## config.mk

```make
export PLATFORM = sky130hd
export DESIGN_NAME = router_input_buffer
export DESIGN_NICKNAME = d
export VERILOG_FILES = /design/src/rtl/router_input_buffer.sv
export SDC_FILE = /design/constraint.sdc
export NUM_CORES = 1
export LEC_CHECK = 0
export CORE_ASPECT_RATIO = 2
export CORE_UTILIZATION = 50
export DETAILED_ROUTE_END_ITERATION = 8
export DONT_BUFFER_PORTS = 1
export GPL_ROUTABILITY_DRIVEN = 0
export SYNTH_ARGS = -nofsm -noshare
export SYNTH_HDL_FRONTEND = slang
export SYNTH_SLANG_ARGS = --single-unit
```

## constraint.sdc

```tcl
create_clock -name clk -period 2.68 [get_ports clk]
set_input_delay 0.804 -clock clk [delete_from_list [all_inputs] [get_ports clk]]
set_output_delay 0.804 -clock clk [all_outputs]
set_load 0.005 [all_outputs]
```

## src/rtl/router_input_buffer.sv

```systemverilog
// Per-port show-ahead flit FIFO feeding the output allocator.
// Optional packet gating (ROUTER_IN_PKT_GATE_EN) withholds req until a whole packet is buffered.
module router_input_buffer #(
  parameter int unsigned DEPTH = 16,
  parameter int unsigned WIDTH = 11
) (
  input  logic                         clk,
  input  logic                         reset_n,
  input  logic                         wr,
  input  logic [WIDTH-1:0]             data_in,
  output logic                         full,
  output logic                         req,
  output logic [WIDTH-1:0]             data_out,
  input  logic                         ready,
  output logic [$clog2(DEPTH+1)-1:0]   count,
  output logic                         overflow
);

  localparam int unsigned AW = $clog2(DEPTH);
  localparam int unsigned CW = $clog2(DEPTH+1);

  logic [WIDTH-1:0] mem_q [DEPTH];
  logic [WIDTH-1:0] mem_d [DEPTH];
  logic [AW-1:0]    wr_ptr_q, wr_ptr_d;
  logic [AW-1:0]    rd_ptr_q, rd_ptr_d;
  logic [CW-1:0]    count_q, count_d;
  logic             overflow_q, overflow_d;
  logic             push, pop;

  assign full     = (count_q == CW'(DEPTH));
  assign data_out = mem_q[rd_ptr_q];
  assign count    = count_q;
  assign overflow = overflow_q;

`ifdef ROUTER_IN_PKT_GATE_EN
  logic [CW-1:0] pkt_cnt_q, pkt_cnt_d;
  logic          tail_push, tail_pop;

  // Head is offered once a tail is resident, or when full so over-long packets cannot deadlock.
  assign req = (count_q != '0) && ((pkt_cnt_q != '0) || full);

  always_comb begin
    pkt_cnt_d = pkt_cnt_q;
    tail_push = push && data_in[WIDTH-1];
    tail_pop  = pop && data_out[WIDTH-1];
    if (tail_push && !tail_pop) begin
      pkt_cnt_d = pkt_cnt_q + CW'(1);
    end else if (tail_pop && !tail_push) begin
      pkt_cnt_d = pkt_cnt_q - CW'(1);
    end
  end

  always_ff @(posedge clk or negedge reset_n) begin
    if (!reset_n) begin
      pkt_cnt_q <= '0;
    end else begin
      pkt_cnt_q <= pkt_cnt_d;
    end
  end
`else
  assign req = (count_q != '0);
`endif

  // Push and pop decisions rely only on registered-state decodes.
  always_comb begin
    push       = wr && !full;
    pop        = ready && req;
    mem_d      = mem_q;
    wr_ptr_d   = wr_ptr_q;
    rd_ptr_d   = rd_ptr_q;
    count_d    = count_q;
    overflow_d = overflow_q || (wr && full);
    if (push) begin
      mem_d[wr_ptr_q] = data_in;
      wr_ptr_d        = wr_ptr_q + AW'(1);
    end
    if (pop) begin
      rd_ptr_d = rd_ptr_q + AW'(1);
    end
    if (push && !pop) begin
      count_d = count_q + CW'(1);
    end else if (pop && !push) begin
      count_d = count_q - CW'(1);
    end
  end

  // Storage is cleared on reset so data_out never presents X downstream.
  always_ff @(posedge clk or negedge reset_n) begin
    if (!reset_n) begin
      for (int i = 0; i < int'(DEPTH); i++) begin
        mem_q[i] <= '0;
      end
      wr_ptr_q   <= '0;
      rd_ptr_q   <= '0;
      count_q    <= '0;
      overflow_q <= 1'b0;
    end else begin
      mem_q      <= mem_d;
      wr_ptr_q   <= wr_ptr_d;
      rd_ptr_q   <= rd_ptr_d;
      count_q    <= count_d;
      overflow_q <= overflow_d;
    end
  end

endmodule

```

Word-level counts from Yosys, hierarchy flattened
Cells that the tools add are included.
{ "word_totals": {"regBits": 190, "in_bits": 15, "out_inout_bits": 19} }
{ "op_classes": {"add_sub_neg": 4, "magnitude_cmp": 3, "n_eq_ne": 1, "mux": 8, "bitwise": 2, "n_reduce_logical": 12} }
{ "ops": {"columns": ["operator", "n"], "rows": [
  ["bitwise mux 176 bit", 1],
  ["binary-select mux 11 bit (select 4 bit)", 1],
  ["demux 11 bit (select 4 bit)", 1],
  ["2-to-1 mux 11 bit", 3],
  [">= comparator 5 bit, second input constant", 2],
  ["2-to-1 mux 5 bit", 2],
  ["inverter 4 -> 5 bit", 2],
  ["adder 4 x 1 -> 4 bit, second input constant", 2],
  ["logical AND 1 bit", 6],
  ["adder 5 x 1 -> 5 bit, second input constant", 1],
  ["== test 5 bit, second input constant", 1],
  ["< comparator 5 x 1 -> 1 bit, second input constant", 1],
  ["nonzero test 5 bit", 1],
  ["subtractor 5 x 1 -> 5 bit, second input constant", 1],
  ["logical NOT 1 bit", 3],
  ["nonzero test 2 bit", 1],
  ["logical OR 1 bit", 1]
]} }

Depth between registers and ports, before layout
Gate-level depths: netlist of run 1.
{ "depth": {"depth_word": 7, "mapped_depth": 10, "ltp_nobuf": 10} }

Least setup slack after synthesis of run 1
No wires, ideal clock.
{ "synth_timing": {"kind": "in2reg", "startpoint": "in wr", "endpoint": "reg count_q[4] (netlist: count[4])", "setup_time_ns": 0.080, "arrival_ns": 2.526, "setup_slack_ns": 0.074, "path_stages": 9, "n_path_buf": 1, "cell_sequence": "a21boi_4 -> buf_6 -> ha_1 -> inv_1 -> fa_1 -> a21o_1 -> a21oi_1 -> mux2i_1 -> xnor2_1"} }
{ "synth_between": {"elab_chain_len": 4, "word_cells_on_any_way": 6, "classes_between": "1 x mux; 5 x reduce/logical"} }
{ "synth_lines": {"columns": ["item", "line", "rtl"], "rows": [
  ["start, declared", "9", "input logic wr,"],
  ["logical AND 1 bit *", "66", "push = wr && !full;"],
  ["net push", "28", "logic push, pop;"],
  ["logical NOT 1 bit", "82", "end else if (pop && !push) begin"],
  ["logical AND 1 bit", "82", null],
  ["nonzero test 2 bit (no source line)", null, null],
  ["end signal, assigned", "101", "count_q <= count_d;"],
  ["end, declared", "26", "logic [CW-1:0] count_q, count_d;"]
]} }
The timed path passes the listed nets; every way through them passes the cells marked *.
A chain may end at the register's enable or synchronous reset.

Worst setup path in the final report of run 1
{ "layout_timing": {"startpoint": "reg rd_ptr_q[0]", "endpoint": "out data_out[2]"} }
{ "layout_between": {"elab_chain_len": 4} }
{ "layout_lines": {"columns": ["item", "line", "rtl"], "rows": [
  ["start, declared", "25", "logic [AW-1:0] rd_ptr_q, rd_ptr_d;"],
  ["start signal, assigned", "100", "rd_ptr_q <= rd_ptr_d;"],
  ["inverter 4 -> 5 bit (implied by the code)", "31", "assign data_out = mem_q[rd_ptr_q];"],
  ["binary-select mux 11 bit (select 4 bit)", "31", null],
  ["2-to-1 mux 11 bit (implied by the code) (2 in series)", "31", null],
  ["end, declared", "13", "output logic [WIDTH-1:0] data_out,"]
]} }
Every way passes these cells. The select of a mux whose other input is x is not followed.

==> results.md, run 1 <==
- Power per cell area: 1320 mW/mm^2
- Die height: 197 um
- Worst hold path type: in2async
- Starting Density: 51.4%
- Vias in the first global route: 5526
- Most area-hungry cell type in the Yosys netlist: sky130_fd_sc_hd__dfrtp_1
- Highest cell delay on the worst timing path: 530 ps
- Category of cells accounting for the largest share of critical-path delay: flip-flops
- Post-synthesis net count: 633
- Sequential cell area: 0.00476 sq mm
- Mapped Area: 0.00946 sq mm
- FF+latch count, synth: 190
- Post-detailed-route DRC marker count: 0
- CTS max path bufs: 2
- Max Clock Freq: 351 MHz
- Mapped Avg Cell Area: 15.6 sq um
- Cells after synthesis: 608
- Fraction of power spent switching nets: 33.0%
- Sequential cell area fraction in the yosys report: 50.2%
- Floorplan Core Area: 0.0184 sq mm
- # H-tree levels: 4
- Violations in the final reports: negative setup slack
- Max-slew violation total from the final report: 0
- Die footprint: 0.0195 sq mm
- Unrepaired setup endpoints after global routing: yes
- CTS root buf: sky130_fd_sc_hd__clkbuf_16
- Wire length per cell: 25.4 um
- Worst relative slew slack: 52.2%
- Worst slew pin tran: 716 ps
- Worst R2R Start: count[2]
- P_sw: 4.53 mW
- Critical Path RT: 1880 ps
- Worst reg-to-reg path cell count: 10
- Final setup vio count: 11
- Final min period: 2850 ps
- Global Route Usage Sum: 23.5%
- Sequential cell fraction of total power: 38.0%
- Total global routing overflow: 0
- Total number of vias: 5022
- Area share of the largest cell type after synthesis: 50.2%
- Clock tree from TritonCTS: yes
- Global-route wire length before repair: 33700 um
- Boundary Pins: 34
- Antenna violations before repair: 0
- Cell-by-cell trace of the critical path: buf_16 > mux4_2 > a22oi_1 > nand2_1
- Setup Slack @ Placement: 82.3 ps
- Final Hold Fails: 0
- Total leakage power: 4.90 nW
- Slack of the worst reg-to-reg path: 160 ps
- Share of cells above drive strength 1: 47.0%
- VDD IR max: 0.583 mV
- Die X-Extent: 99.3 um
- Area added between synthesis and finish: 9.53%
- Max-Cap Viols: 0
- Maximum fanout along the worst path: 18
- Utilization after layout: 56.4%
- Crit end category: output pin
- Diode insertion count for antenna repair: 0
- HPWL reported at the end of detailed placement: 12900 um
- Category of the critical setup timing path: reg2out
- Count of nets left with antenna violations after detail routing: 0
- Run status: finished with violations
- Most area-consuming cells after synthesis: sky130_fd_sc_hd__dfrtp_1 50%, sky130_fd_sc_hd__mux2_4 16%, sky130_fd_sc_hd__mux2_2 9.3%
- Pin count of the biggest net entering global routing: 191
- Final cycle utilization of the critical path: 106%
- Number of clock sinks: 190
- Number of filler instances in the final layout: 1466
- Data arrival, critical path: 2050 ps
- Clock latency reported for the late side of the worst-skew pair: 440 ps
- Worst Slack Setup Final: -172 ps
- Clock edge transition at the registers on the reported setup and hold paths: 70 ps
- Number of DRC violations after detailed-routing iteration 0: 167
- Crit path buffers/inverters: 1
- Clock share of power: 19.0%
- Combinational cell fraction of total power: 43.0%
- Cell variety after synth: 36
- Via-per-instance ratio: 6.06
- Row cnt: 70
- Number of synthesis warnings: 0
- Internal power of the cells: 9.19 mW
- End of the worst register-to-register path: count[4]
- Overall routed net length: 21000 um
- Number of buffers created by CTS: 17
- Post-cts hold buffer count: 0
- Worst setup SP type: flip-flop
- First-pass iteration count of the detailed router: 4
- Footprint of the multi-input gates: 0.00443 sq mm
- Slowest-stage cell, CP: sky130_fd_sc_hd__dfrtp_4
- Net count of the finished layout: 625
- Skew final: 7.91 ps
- First element of the critical path: rd_ptr_q[0]
- Number of buffer cells added on primary ports: 0
[cell usage after synthesis]
cell type / count
sky130_fd_sc_hd__nand3_2: 4
sky130_fd_sc_hd__and2b_1: 1
sky130_fd_sc_hd__buf_6: 17
sky130_fd_sc_hd__ha_1: 9
sky130_fd_sc_hd__clkbuf_1: 20
sky130_fd_sc_hd__nor2b_1: 1
sky130_fd_sc_hd__buf_2: 7
sky130_fd_sc_hd__nand3_4: 8
sky130_fd_sc_hd__buf_4: 5
sky130_fd_sc_hd__mux4_2: 22
sky130_fd_sc_hd__a21o_1: 3
sky130_fd_sc_hd__nand2_1: 16
sky130_fd_sc_hd__nand2b_1: 1
sky130_fd_sc_hd__a21oi_1: 2
sky130_fd_sc_hd__mux2i_1: 45
sky130_fd_sc_hd__a22oi_1: 11
sky130_fd_sc_hd__xnor2_1: 9
sky130_fd_sc_hd__nand4_4: 2
sky130_fd_sc_hd__inv_1: 4
sky130_fd_sc_hd__buf_12: 1
sky130_fd_sc_hd__xor2_1: 1
sky130_fd_sc_hd__a21boi_4: 1
sky130_fd_sc_hd__and2b_2: 1
sky130_fd_sc_hd__clkbuf_2: 1
sky130_fd_sc_hd__dfrtp_1: 190
sky130_fd_sc_hd__o21ai_0: 11
sky130_fd_sc_hd__nand4_1: 4
sky130_fd_sc_hd__and2_1: 2
sky130_fd_sc_hd__nand3_1: 1
sky130_fd_sc_hd__mux2_4: 100
sky130_fd_sc_hd__a221oi_1: 22
sky130_fd_sc_hd__o21ai_1: 3
sky130_fd_sc_hd__fa_1: 1
sky130_fd_sc_hd__nor4_4: 1
sky130_fd_sc_hd__mux2_2: 78
sky130_fd_sc_hd__nor2_1: 3
[flip-flops by register name (all words and copies together), names as in the netlist]
| name | count |
|---|---|
| rd_ptr_q | 4 |
| count | 5 |
| wr_ptr_q | 4 |
| overflow | 1 |
| mem_q | 176 |
[repair_timing]
item | 4_1_cts | 5_1_grt
pin swaps | 7 | 1
gates resized for setup | 14 | 12
endpoints found under the setup margin | 11 | 12
setup buffers | 1 | 1
gates cloned | 2 | 1
[metrics by stage]
step	hold slack (ps)	std cells	instance area (sq um)	power, mW	setup TNS (ps)
floorplan	451	608	9460	9.47	0
global route	30.4	829	10400	14.5	-2530
detailed placement	478	792	9540	10.7	0
global placement	482	792	9540	10.5	0
finish	50.9	829	10400	13.7	-1620
CTS	30.6	827	10300	13.6	-1660
[metal layers]
metal | GRT usage, % | wire length, um
met1 | 30.5 | 9020
met2 | 39.2 | 10900
met3 | 4.61 | 759
met4 | 7.90 | 388
met5 | 0 | 0
[cell families (layout without fill, tap and decap cells)]
logic type      count (synthesis)  count (layout)  share of synthesized area [%]
fa+ha+maj                      10              10                           1.40
flops                         190             190                           50.2
mux                           245             245                           35.1
simple gates                   45              45                           4.09
buf+inv                        55              60                           4.01
xor+xnor                       10              10                          0.926
compound gates                 53              53                           4.19
[final cells by class]
type	instances	area share, %
Sequential cell	190	45.9
Multi-Input combinational cell	363	42.7
Clock buffer	23	4.51
Timing Repair Buffer	24	2.79
Tap cell	216	2.61
Clock inverter	9	1.29
Inverter	4	0.145
[worst max path at each step]
stage | slack, ps | endpoint | cells past startpoint
after global placement | 150 | count[4] | 10
final | -170 | data_out[2] | 4
after floorplan | 70 | count[4] | 9
after CTS | -190 | data_out[5] | 4
after global routing | -260 | data_out[2] | 5
after detailed placement | 80 | count[4] | 10
[cell usage in the layout (no fill, tap or decap), types with 4 or more instances in the layout]
| master | Yosys | final |
|---|---|---|
| sky130_fd_sc_hd__mux2_2 | 78 | 78 |
| sky130_fd_sc_hd__mux4_2 | 22 | 22 |
| sky130_fd_sc_hd__nand4_1 | 4 | 4 |
| sky130_fd_sc_hd__mux2i_1 | 45 | 45 |
| sky130_fd_sc_hd__dfrtp_1 | 190 | 188 |
| sky130_fd_sc_hd__mux2_4 | 100 | 100 |
| sky130_fd_sc_hd__nand3_2 | 4 | 4 |
| sky130_fd_sc_hd__o21ai_1 | 3 | 4 |
| sky130_fd_sc_hd__buf_4 | 5 | 16 |
| sky130_fd_sc_hd__clkbuf_16 | 0 | 18 |
| sky130_fd_sc_hd__nand3_4 | 8 | 8 |
| sky130_fd_sc_hd__ha_1 | 9 | 9 |
| sky130_fd_sc_hd__buf_16 | 0 | 4 |
| sky130_fd_sc_hd__inv_1 | 4 | 4 |
| sky130_fd_sc_hd__a221oi_2 | 0 | 14 |
| sky130_fd_sc_hd__a221oi_1 | 22 | 8 |
| sky130_fd_sc_hd__o21ai_0 | 11 | 10 |
| sky130_fd_sc_hd__clkbuf_1 | 20 | 4 |
| sky130_fd_sc_hd__nand2_1 | 16 | 16 |
| sky130_fd_sc_hd__xnor2_1 | 9 | 9 |
| sky130_fd_sc_hd__a22oi_1 | 11 | 9 |
[power groups by stage]
stage	registers, mW	logic (mW)	clock network [mW]
detailed placement	5.21	5.49	0
global route	5.39	6.32	2.77
CTS	5.19	5.76	2.67
floorplan	4.88	4.59	0
global placement	5.11	5.37	0
finish	5.21	5.90	2.60
No activity file was read; power rests on OpenSTA's default activity.
==> run 2, diff against run 1 <==
--- a/config.mk
+++ b/config.mk
@@ -5,11 +5,14 @@
 export SDC_FILE = /design/constraint.sdc
 export NUM_CORES = 1
 export LEC_CHECK = 0
+export CELL_PAD_IN_SITES_DETAIL_PLACEMENT = 0
+export CELL_PAD_IN_SITES_GLOBAL_PLACEMENT = 1
 export CORE_ASPECT_RATIO = 2
-export CORE_UTILIZATION = 50
+export CORE_UTILIZATION = 49
 export DETAILED_ROUTE_END_ITERATION = 8
 export DONT_BUFFER_PORTS = 1
 export GPL_ROUTABILITY_DRIVEN = 0
+export PLACE_DENSITY_LB_ADDON = 0.1
 export SYNTH_ARGS = -nofsm -noshare
 export SYNTH_HDL_FRONTEND = slang
 export SYNTH_SLANG_ARGS = --single-unit
==> constraint.sdc (replaced) <==
create_clock -name clk -period 2.4 [get_ports clk]
set_input_delay 0.72 -clock clk [delete_from_list [all_inputs] [get_ports clk]]
set_output_delay 0.72 -clock clk [all_outputs]
set_load 0.005 [all_outputs]
==> results.md, run 2 (synthesis results as in run 1) <==
- Run status: finished with violations
- Violations in the final reports: negative hold slack, negative setup slack
- Number of buffer cells added on primary ports: 0
- Global Route Usage Sum: 24.7%
- Clock latency reported for the late side of the worst-skew pair: 430 ps
- Clock edge transition at the registers on the reported setup and hold paths: 60 ps
- HPWL reported at the end of detailed placement: 14000 um
- Die footprint: 0.0199 sq mm
- Commonest non-fill, non-tap cell in the layout: sky130_fd_sc_hd__dfrtp_1
- Clock tree from TritonCTS: yes
- Maximum fanout along the worst path: 8
- CTS root buf: sky130_fd_sc_hd__clkbuf_16
- Die height: 199 um
- Footprint of the multi-input gates: 0.00464 sq mm
- # H-tree levels: 4
- Net count of the finished layout: 636
- Diode insertion count for antenna repair: 0
- Global-route wire length before repair: 35200 um
- Total number of vias: 5118
- Final setup vio count: 11
- Final Hold Fails: 22
- Final min period: 2790 ps
- Total leakage power: 5.01 nW
- Total global routing overflow: 0
- Count of nets left with antenna violations after detail routing: 0
- Share of cells above drive strength 1: 52.9%
- Number of filler instances in the final layout: 1522
- Data arrival, critical path: 2070 ps
- Top reg by flops: mem_q
- Flip-flop count of the largest register after layout: 176
- Setup Slack @ Placement: -268 ps
- Critical Path RT: 1680 ps
- Starting Density: 50.2%
- Power per cell area: 1510 mW/mm^2
- Via-per-instance ratio: 5.82
- Number of DRC violations after detailed-routing iteration 0: 215
- Final cycle utilization of the critical path: 116%
- Number of buffers created by CTS: 17
- Worst relative slew slack: 50.0%
- Commonest cells after routing, fill and taps aside: 187 x sky130_fd_sc_hd__dfrtp_1, 100 x sky130_fd_sc_hd__mux2_4, 78 x sky130_fd_sc_hd__mux2_2
- Worst slew pin tran: 749 ps
- Vias in the first global route: 5734
- Sequential cell area: 0.00476 sq mm
- First-pass iteration count of the detailed router: 4
- Max-Cap Viols: 0
- Wire length per cell: 25.4 um
- Row cnt: 71
- Boundary Pins: 34
- Max Clock Freq: 358 MHz
- Skew final: 8.61 ps
- Antenna violations before repair: 0
- Pin count of the biggest net entering global routing: 191
- VDD IR max: 0.912 mV
- Die X-Extent: 100 um
- Max-slew violation total from the final report: 0
- Worst Slack Setup Final: -391 ps
- Worst hold margin: -17.2 ps
- Crit end category: output pin
- Worst setup SP type: flip-flop
- Category of the critical setup timing path: reg2out
- CTS max path bufs: 2
- Area added between synthesis and finish: 14.6%
- Post-detailed-route DRC marker count: 0
- Unrepaired setup endpoints after global routing: yes
- Number of clock sinks: 190
- Worst hold path type: in2async
- Floorplan Core Area: 0.0188 sq mm
- Overall routed net length: 22400 um
## run 2: per-stage QoR
stage / power (mW) / std cells / TNS [ps] / utilization [%] / instance area [sq um]
floorplan: 10.6 / 608 / 0 / - / 9480
global placement: 11.9 / 839 / -1590 / 51.7 / 9730
detailed placement: 12.2 / 839 / -2630 / 51.7 / 9730
CTS: 16.2 / 882 / -4450 / 57.2 / 10800
global route: 17.2 / 879 / -4980 / 57.6 / 10800
finish: 16.3 / 879 / -3910 / 57.6 / 10800
## run 2: cell type report
| type | instances | share of cell area (%) |
|---|---|---|
| tap | 255 | 2.94 |
| clock inverter | 13 | 1.95 |
| clock buffer | 19 | 4.08 |
| sequential | 190 | 43.9 |
| multi-input combinational | 364 | 42.8 |
| inverter | 4 | 0.162 |
| timing repair buffer | 34 | 4.14 |
## run 2: worst paths after layout
check                            start           to  slack, ps  cells past startpoint
hold / removal                 reset_n    mem_q[40]        -20                      0
hold reg to reg               overflow     overflow        490                      1
setup reg to reg              count[3]     count[4]        120                     10
min in group clk                    wr     overflow        410                      1
max in group asynchronous      reset_n   mem_q[175]       2090                      0
setup / recovery           rd_ptr_q[0]  data_out[8]       -390                      4
## run 2: power by group
group	total, mW	switching, mW	leakage, nW	internal [mW]
Combinational	7.30	3.13	2.35	4.18
Clock	3.13	1.25	0.306	1.88
Sequential	5.90	1.09	2.35	4.81
Total	16.3	5.47	5.01	10.9
## run 2: routing by layer
layer  vias up  GRT usage [%]  share of wire, %
li1       2250              -                 -
met1      2741           29.4                40
met2        98           43.7                54
met3        29           5.13               4.0
met4         0           8.48               2.2
met5         -              0                 0
## run 2: what timing repair did
action                     4_1_cts  5_1_grt
gates cloned                     6        0
setup endpoints to repair       12       13
hold endpoints to repair       190      190
pin swaps                       15       19
resized for setup               39       29
setup buffers                    5        0
## run 2: critical path: stages (launching register included)
cell	delay (ps)
sky130_fd_sc_hd__dfrtp_4	590
sky130_fd_sc_hd__buf_16	180
sky130_fd_sc_hd__mux4_2	540
sky130_fd_sc_hd__a22oi_1	220
sky130_fd_sc_hd__nand2_1	110
==> run 3, diff against run 2 <==
--- a/config.mk
+++ b/config.mk
@@ -13,6 +13,7 @@
 export DONT_BUFFER_PORTS = 1
 export GPL_ROUTABILITY_DRIVEN = 0
 export PLACE_DENSITY_LB_ADDON = 0.1
+export SKIP_CTS_REPAIR_TIMING = 1
 export SYNTH_ARGS = -nofsm -noshare
 export SYNTH_HDL_FRONTEND = slang
 export SYNTH_SLANG_ARGS = --single-unit
==> constraint.sdc (replaced) <==
create_clock -name clk -period 2.5 [get_ports clk]
set_input_delay 0.75 -clock clk [delete_from_list [all_inputs] [get_ports clk]]
set_output_delay 0.75 -clock clk [all_outputs]
set_load 0.005 [all_outputs]
==> results.md, run 3 (synthesis results as in run 1) <==
- Total global routing overflow: 0
- Violations in the final reports: negative setup slack
- Boundary Pins: 34
- CTS root buf: sky130_fd_sc_hd__clkbuf_16
- Starting Density: 50.2%
- Top reg by flops: mem_q
- HPWL reported at the end of detailed placement: 13700 um
- Net count of the finished layout: 647
- Clock edge transition at the registers on the reported setup and hold paths: 60 ps
- Slack of the worst reg-to-reg path: 200 ps
- Final min period: 2790 ps
- Data arrival, critical path: 2040 ps
- Global-route wire length before repair: 34200 um
- Worst slew pin tran: 742 ps
- Floorplan Core Area: 0.0188 sq mm
- Diode insertion count for antenna repair: 0
- Number of clock sinks: 190
- Maximum fanout along the worst path: 7
- Cell-by-cell trace of the critical path: clkbuf_16 > clkbuf_16 > mux4_2 > a22oi_2 > nand2_2
- Utilization after layout: 57.1%
- Unrepaired setup endpoints after global routing: yes
- Row cnt: 71
- Number of buffer cells added on primary ports: 0
- Category of the critical setup timing path: reg2out
- Number of cells after detailed placement: 843
- Number of buffers created by CTS: 17
- Global Route Usage Sum: 24.0%
- Worst hold margin: 11.0 ps
- Slowest-stage cell, CP: sky130_fd_sc_hd__mux4_2
- Critical Path RT: 1750 ps
- First-pass iteration count of the detailed router: 4
- Highest cell delay on the worst timing path: 510 ps
- Total number of vias: 5174
- Cell occurring most often along the worst timing path: sky130_fd_sc_hd__clkbuf_16
- Clock tree from TritonCTS: yes
- Max-slew violation total from the final report: 0
- Max-Cap Viols: 0
- Die footprint: 0.0199 sq mm
- CTS max path bufs: 2
- Die height: 199 um
- Flip-flop count of the largest register after layout: 176
- Wire length per cell: 25.2 um
- Die X-Extent: 100 um
- Crit end category: output pin
- Vias in the first global route: 5619
- VDD IR max: 0.776 mV
- # H-tree levels: 4
- Worst relative slew slack: 50.5%
- Final cycle utilization of the critical path: 112%
- Number of filler instances in the final layout: 1562
- Cell Count, Final, Fillers Out: 889
- Antenna violations before repair: 0
- Run status: finished with violations
- Pin count of the biggest net entering global routing: 191
- Post-detailed-route DRC marker count: 0
- Area added between synthesis and finish: 13.6%
- Total leakage power: 5.04 nW
- Overall routed net length: 22400 um
- Worst setup SP type: flip-flop
- Clock latency reported for the late side of the worst-skew pair: 440 ps
- Worst hold path type: in2async
- Via-per-instance ratio: 5.82
- Count of nets left with antenna violations after detail routing: 0
- Power per cell area: 1420 mW/mm^2
- Max Clock Freq: 358 MHz
- Final Hold Fails: 0
- Skew final: 9.06 ps
- Final setup vio count: 11
- Commonest non-fill, non-tap cell in the layout: sky130_fd_sc_hd__dfrtp_1
- Overall power of the completed layout: 15.3 mW
- Number of DRC violations after detailed-routing iteration 0: 184
- Commonest cells after routing, fill and taps aside: 188 x sky130_fd_sc_hd__dfrtp_1, 100 x sky130_fd_sc_hd__mux2_4, 78 x sky130_fd_sc_hd__mux2_2
- Share of cells above drive strength 1: 52.5%
- Worst Slack Setup Final: -290 ps
## run 3: power by group
group,switching (mW),internal (mW),total (mW)
Sequential,0.979,4.62,5.59
Combinational,2.98,4.00,6.98
Clock,1.14,1.60,2.74
## run 3: path summary, 6_finish.rpt
path / start / end / cells after the start
hold reg to reg: overflow / overflow / 1
hold / removal: reset_n / mem_q[116] / 0
min in group clk: wr / overflow / 1
max in group asynchronous: reset_n / mem_q[138] / 1
setup / recovery: rd_ptr_q[0] / data_out[7] / 5
setup reg to reg: count[1] / count[4] / 10
## run 3: area by class of cell
class	count	area, sq um	share of cell area, %
Tap cell	255	319	2.97
Clock inverter	5	78.8	0.733
Multi-Input combinational cell	363	4550	42.3
Timing Repair Buffer	46	514	4.78
Clock buffer	26	509	4.74
Inverter	4	17.5	0.163
Sequential cell	190	4760	44.3
## run 3: per-stage QoR
step | cell area, sq um | TNS (ps) | setup slack (ps)
2_1_floorplan | 9470 | 0 | 18.6
3_3_place_gp | 9700 | 0 | 60.2
3_5_place_dp | 9700 | -24.7 | -24.7
4_1_cts | 10300 | -3840 | -391
5_1_grt | 10800 | -3490 | -347
6_report | 10800 | -2840 | -290
## run 3: routing by layer
metal	part of all wire (%)	vias up	wire length, um	global-route usage (%)
met1	41	2793	9200	29.5
li1	-	2272	-	-
met4	2.2	0	492	9.34
met2	53	79	11800	41.0
met3	3.8	30	853	5.13
met5	0	-	0	0
## run 3: critical path, delay by kind of cell (launching register included)
kind            cells  cell delay (ps)
flops               1              450
simple gates        1               90
buf+inv             2              340
compound gates      1              210
mux                 1              510
==> variant 1: new RTL, settings of run 1 <==
`DEPTH`: 16 -> 8.
--- a/src/rtl/router_input_buffer.sv
+++ b/src/rtl/router_input_buffer.sv
@@ -2,5 +2,5 @@
 // Optional packet gating (ROUTER_IN_PKT_GATE_EN) withholds req until a whole packet is buffered.
 module router_input_buffer #(
-  parameter int unsigned DEPTH = 16,
+  parameter int unsigned DEPTH = 8,
   parameter int unsigned WIDTH = 11
 ) (
Interface: changed (resized count); port bits go from 34 to 33. No check against the original RTL was run, so the function may have changed too.
==> variant 1 against run 1 <==
  * Via count shrank 51%
  * First-iteration DRC count shrank 6.6%
  * Final area shrank 48%
  * Die area shrank 48%
  * Clock power shrank 49%
  * Highest routed layer unchanged
  * Sequential cell count shrank 91
  * Routed wire length shrank 55%
  * Global-route usage shrank 2.6 points
  * Power shrank 49%
  * Worst setup slack gained 250 ps
  * Area after synthesis shrank 49%
  * Maximum frequency grew 9.7%
==> variant 1: results (changes against run 1) <==
Layout
  • Share of layout cells above drive strength 1: 56.7% (+9.7 points)
  • Fin cells: 411 (-50%)
  • Final nets: 323 (-48%)
  • Largest register FFs: 88 (-50%)

Timing
  • Worst Skew: 5.13 ps (-2.78 ps)
  • Worst-Margin Slew: 405 ps (-311 ps)
  • Crit path time final: 2600 ps (-251 ps)
  • Worst Hold Margin: 153 ps (+102 ps)

Route
  • Vias per cell: 5.96 (-1.7%)
  • Wire per inst: 23.0 microns (-9.2%)
  • Routed length on met2: 4930 microns (-55%)
  • Iter 0 DRT Violations: 156 (-6.6%)
  • WL met3: 312 microns (-59%)
  • M1 wire length: 4070 microns (-55%)
  • Pre-Repair DR Iteration Count: 4 (unchanged)

Global routing
  • Antenna violations before repair: 0 (unchanged)
  • Total GRT Usage: 20.9% (-2.6 points)
  • Global-route wire length before repair: 15300 microns (-55%)
  • Largest net degree at the start of global routing: 100 (-48%)
  • Vias in the first global route: 2714 (-51%)

Pwr
  • Pleak: 2.29 nW (-53%)
  • Max IR drop VDD: 0.000621 V (+6.6%)
  • Pint: 0.00498 W (-46%)

Synthesis
  • Area contributors post-synth: dfrtp_1 51%, mux2_4 16%, mux2_2 12%, mux4_2 10%, ha_1 1.3%
  • Yosys cell types: 33 (-8.3%)
  • Post-Syn Instances: 289 (-52%)
  • Most frequent cells after synthesis: 99 x dfrtp_1, 52 x mux2_2, 50 x mux2_4
  • Post-synth top area share: 51.4% (+1.2 points)
  • Sequential share of the synthesized area: 51.4% (+1.2 points)
  • Mapped Nets: 310 (-51%)
  • Synth async-reset ratio: 100% (unchanged)

Placed design
  • Final HPWL DP: 5990 microns (-53%)
  • Placed Instances: 395 (-50%)
  • Placed Area: 5010 sq um (-48%)
  • Worst slack, placed: 54.3 ps (-28.0 ps)

Critical path
  • CP max FO: 14 (-4)
  • Signal arrival time at the worst endpoint: 1800 ps (-250 ps)
  • Worst r2r path cells: 9 (-1)
  • CP peak stage delay: 550 ps (+20 ps)
  • Worst path top cell family by delay: multiplexers
  • Slowest CP cell: mux4_2
  • Worst flop-to-flop path endpoint: count[3]
  • Crit path to: data_out[5]

Clock tree
  • H-tree depth: 3 (-1)
  • Post-CTS Setup Repair Bufs: 0 (-1)
  • TritonCTS Buffers: 9 (-8)
  • Worst skew pair latency: 340 ps (-100 ps)

Outcome
  • Status: finished, final reports clean

Min path
  • HP Class: in2async
## variant 1: cell count changes after synthesis, moves of 15 or more
cell / before / now
mux2_2: 78 / 52
dfrtp_1: 190 / 99
clkbuf_1: 20 / 5
a221oi_1: 22 / 0
mux2i_1: 45 / 1
mux2_4: 100 / 50
## variant 1: area by class of cell
cell class / count / area, sq um
Clock inverter: 4 / 47.5
Clock buffer: 12 / 267
Tap cell: 104 / 130
Sequential cell: 99 / 2480
Timing Repair Buffer: 19 / 150
Fill cell: 754 / 4020
Multi-Input combinational cell: 170 / 2270
Inverter: 3 / 16.3
## variant 1: cell families (layout without fill, tap and decap cells)
group | count (synthesis) | in the layout | synth area share, %
adders and majority gates | 6 | 6 | 1.71
muxes | 125 | 125 | 38.2
buffers and inverters | 20 | 38 | 2.83
and+or+nand+nor | 26 | 26 | 3.71
xor gates and xnor gates | 6 | 6 | 1.09
DFF | 99 | 99 | 51.4
AOI/OAI and AO/OA | 7 | 7 | 1.01
## variant 1: layer usage
metal  GRT usage [%]  vias to the layer above
met5               0                        -
met4            8.32                        0
met3            4.29                       11
met2            35.4                       36
met1            25.9                     1300
li1                -                     1101
## variant 1: timing repair
| item | CTS | global route |
|---|---|---|
| hold buffers | 0 | 0 |
| gates resized for setup | 1 | 8 |
| setup endpoints to repair | 3 | 2 |
## variant 1: power groups by stage
| stage | combinational (W) | clock [W] | sequential (W) |
|---|---|---|---|
| after global routing | 0.00319 | 0.00143 | 0.00284 |
| after detailed placement | 0.00296 | 0 | 0.00275 |
| final | 0.00297 | 0.00133 | 0.00274 |
| after global placement | 0.00292 | 0 | 0.00272 |
| after CTS | 0.00298 | 0.00137 | 0.00274 |
| after floorplan | 0.00244 | 0 | 0.00259 |
==> variant 2: new RTL, config.mk and constraints of run 1 <==
Made on the original files. Put one more register stage on the output `count`, cleared by the reset. The value now appears one clock later. The other outputs are not delayed to match.
--- a/src/rtl/router_input_buffer.sv
+++ b/src/rtl/router_input_buffer.sv
@@ -30,5 +30,11 @@
   assign full     = (count_q == CW'(DEPTH));
   assign data_out = mem_q[rd_ptr_q];
-  assign count    = count_q;
+  always_ff @(posedge clk or negedge reset_n) begin
+    if (!reset_n) begin
+      count <= '0;
+    end else begin
+      count <= count_q;
+    end
+  end
   assign overflow = overflow_q;
 
Behaviour: not the same (Yosys sat finds a counterexample within 4 cycles, from zero or initial values and one cycle with reset_n low).
==> variant 2 against run 1 <==
  * The run still ends with setup timing left
  * Power rose by 6.9%
  * Critical path type unchanged
  * Sequential cell count rose by 5
  * Routed wire length rose by 5.1%
  * Sequential share of layout area fell by 1.2 points
  * Synthesized cell count rose by 0.82%
  * Die area rose by 1.4%
  * Register-to-register slack improved by 30 ps
  * Area after synthesis rose by 1.5%
  * Count of clock-buffer cells in the layout fell by 1
  * Combinational power rose by 11%
  * Worst setup slack got worse by 49 ps
  * Final area rose by 5.3%
==> variant 2: results (changes against run 1) <==
Outcome
  • Status: finished with violations
  • Failing checks: setup timing

Layout
  • Clock tree cell share of total cell area: 5.77% (-0.040 points)
  • Multi-input gate area: 4550 sq um (+2.7%)
  • Area Growth Syn to Fin: 13.7%
  • FFs & Latches: 195 (+2.6%)
  • Nonclk buf count: 44 (+83%)
  • Share of layout cells above drive strength 1: 50.9% (+4.0 points)
  • Clock buffer cells: 22 (-4.3%)
  • Sequential cell area: 4880 sq um (+2.6%)
  • Fin cells: 893 (+7.7%)

Placed design
  • Placed Instances: 846 (+6.8%)
  • Worst slack, placed: 194 ps (+111 ps)
  • Placed Area: 9820 sq um (+3.0%)

Route
  • Iter 0 DRT Violations: 214 (+28%)
  • DR vias: 5148 (+2.5%)
  • M1 wire length: 9360 microns (+3.7%)
  • WL met3: 796 microns (+4.9%)
  • Routed length on met2: 11500 microns (+6.1%)

Global routing
  • M2 GR Usage: 41.0% (+1.8 points)
  • Vias in the first global route: 5879 (+6.4%)
  • Global-route wire length before repair: 34800 microns (+3.3%)
  • Met1 GRT Util: 29.8% (-0.66 points)
  • Met3 Use GR: 5.37% (+0.76 points)
  • Total GRT Usage: 24.1% (+0.67 points)

Pwr
  • Max IR drop VDD: 0.000834 V (+43%)
  • Pint: 0.00980 W (+6.7%)
  • Pleak: 5.19 nW (+6.0%)

Timing
  • Setup violators final: 11 (unchanged)
  • Worst Skew: 9.16 ps (+1.26 ps)
  • Final worst slack: -220 ps (-48.5 ps)
  • Worst-Margin Slew: 477 ps (-239 ps)
  • TNS Setup: -1770 ps (-150 ps)

Critical path
  • CP max FO: 8 (-10)

Synthesis
  • Most frequent cells after synthesis: 195 x dfrtp_1, 120 x mux2_4, 57 x mux2_2
  • Area contributors post-synth: dfrtp_1 51%, mux2_4 19%, mux2_2 6.7%, mux4_2 5.2%, mux2i_1 4.7%
  • Post-Syn Instances: 613 (+0.82%)

Clock tree
  • Post-CTS Resized: 24 (+10)
[variant 2: changes by cell type after synthesis, sizes merged]
cell | run 1 | this run
dfrtp | 190 | 195
[variant 2: cell families after synthesis]
group / synth area share (%)
and+or+nand+nor: 3.47
AOI/OAI and AO/OA: 4.13
adders and majority gates: 1.38
DFF: 50.8
xor gates and xnor gates: 0.912
buffers and inverters: 3.87
muxes: 35.4
[variant 2: power groups by stage]
stage	clock network, W	registers, W	logic, W
floorplan	0	0.00501	0.00462
global placement	0	0.00532	0.00550
detailed placement	0	0.00538	0.00562
CTS	0.00278	0.00538	0.00610
global route	0.00289	0.00557	0.00700
finish	0.00271	0.00539	0.00655
[variant 2: worst paths after layout]
path,cells after the start,slack (ps),endpoint,startpoint
max in group asynchronous,0,2270,rd_ptr_q[0],reset_n
setup reg to reg,10,190,count_q[4],count_q[3]
hold / removal,0,50,mem_q[174],reset_n
min in group clk,1,480,overflow,wr
hold reg to reg,1,490,overflow,overflow
setup / recovery,7,-220,data_out[0],rd_ptr_q[0]
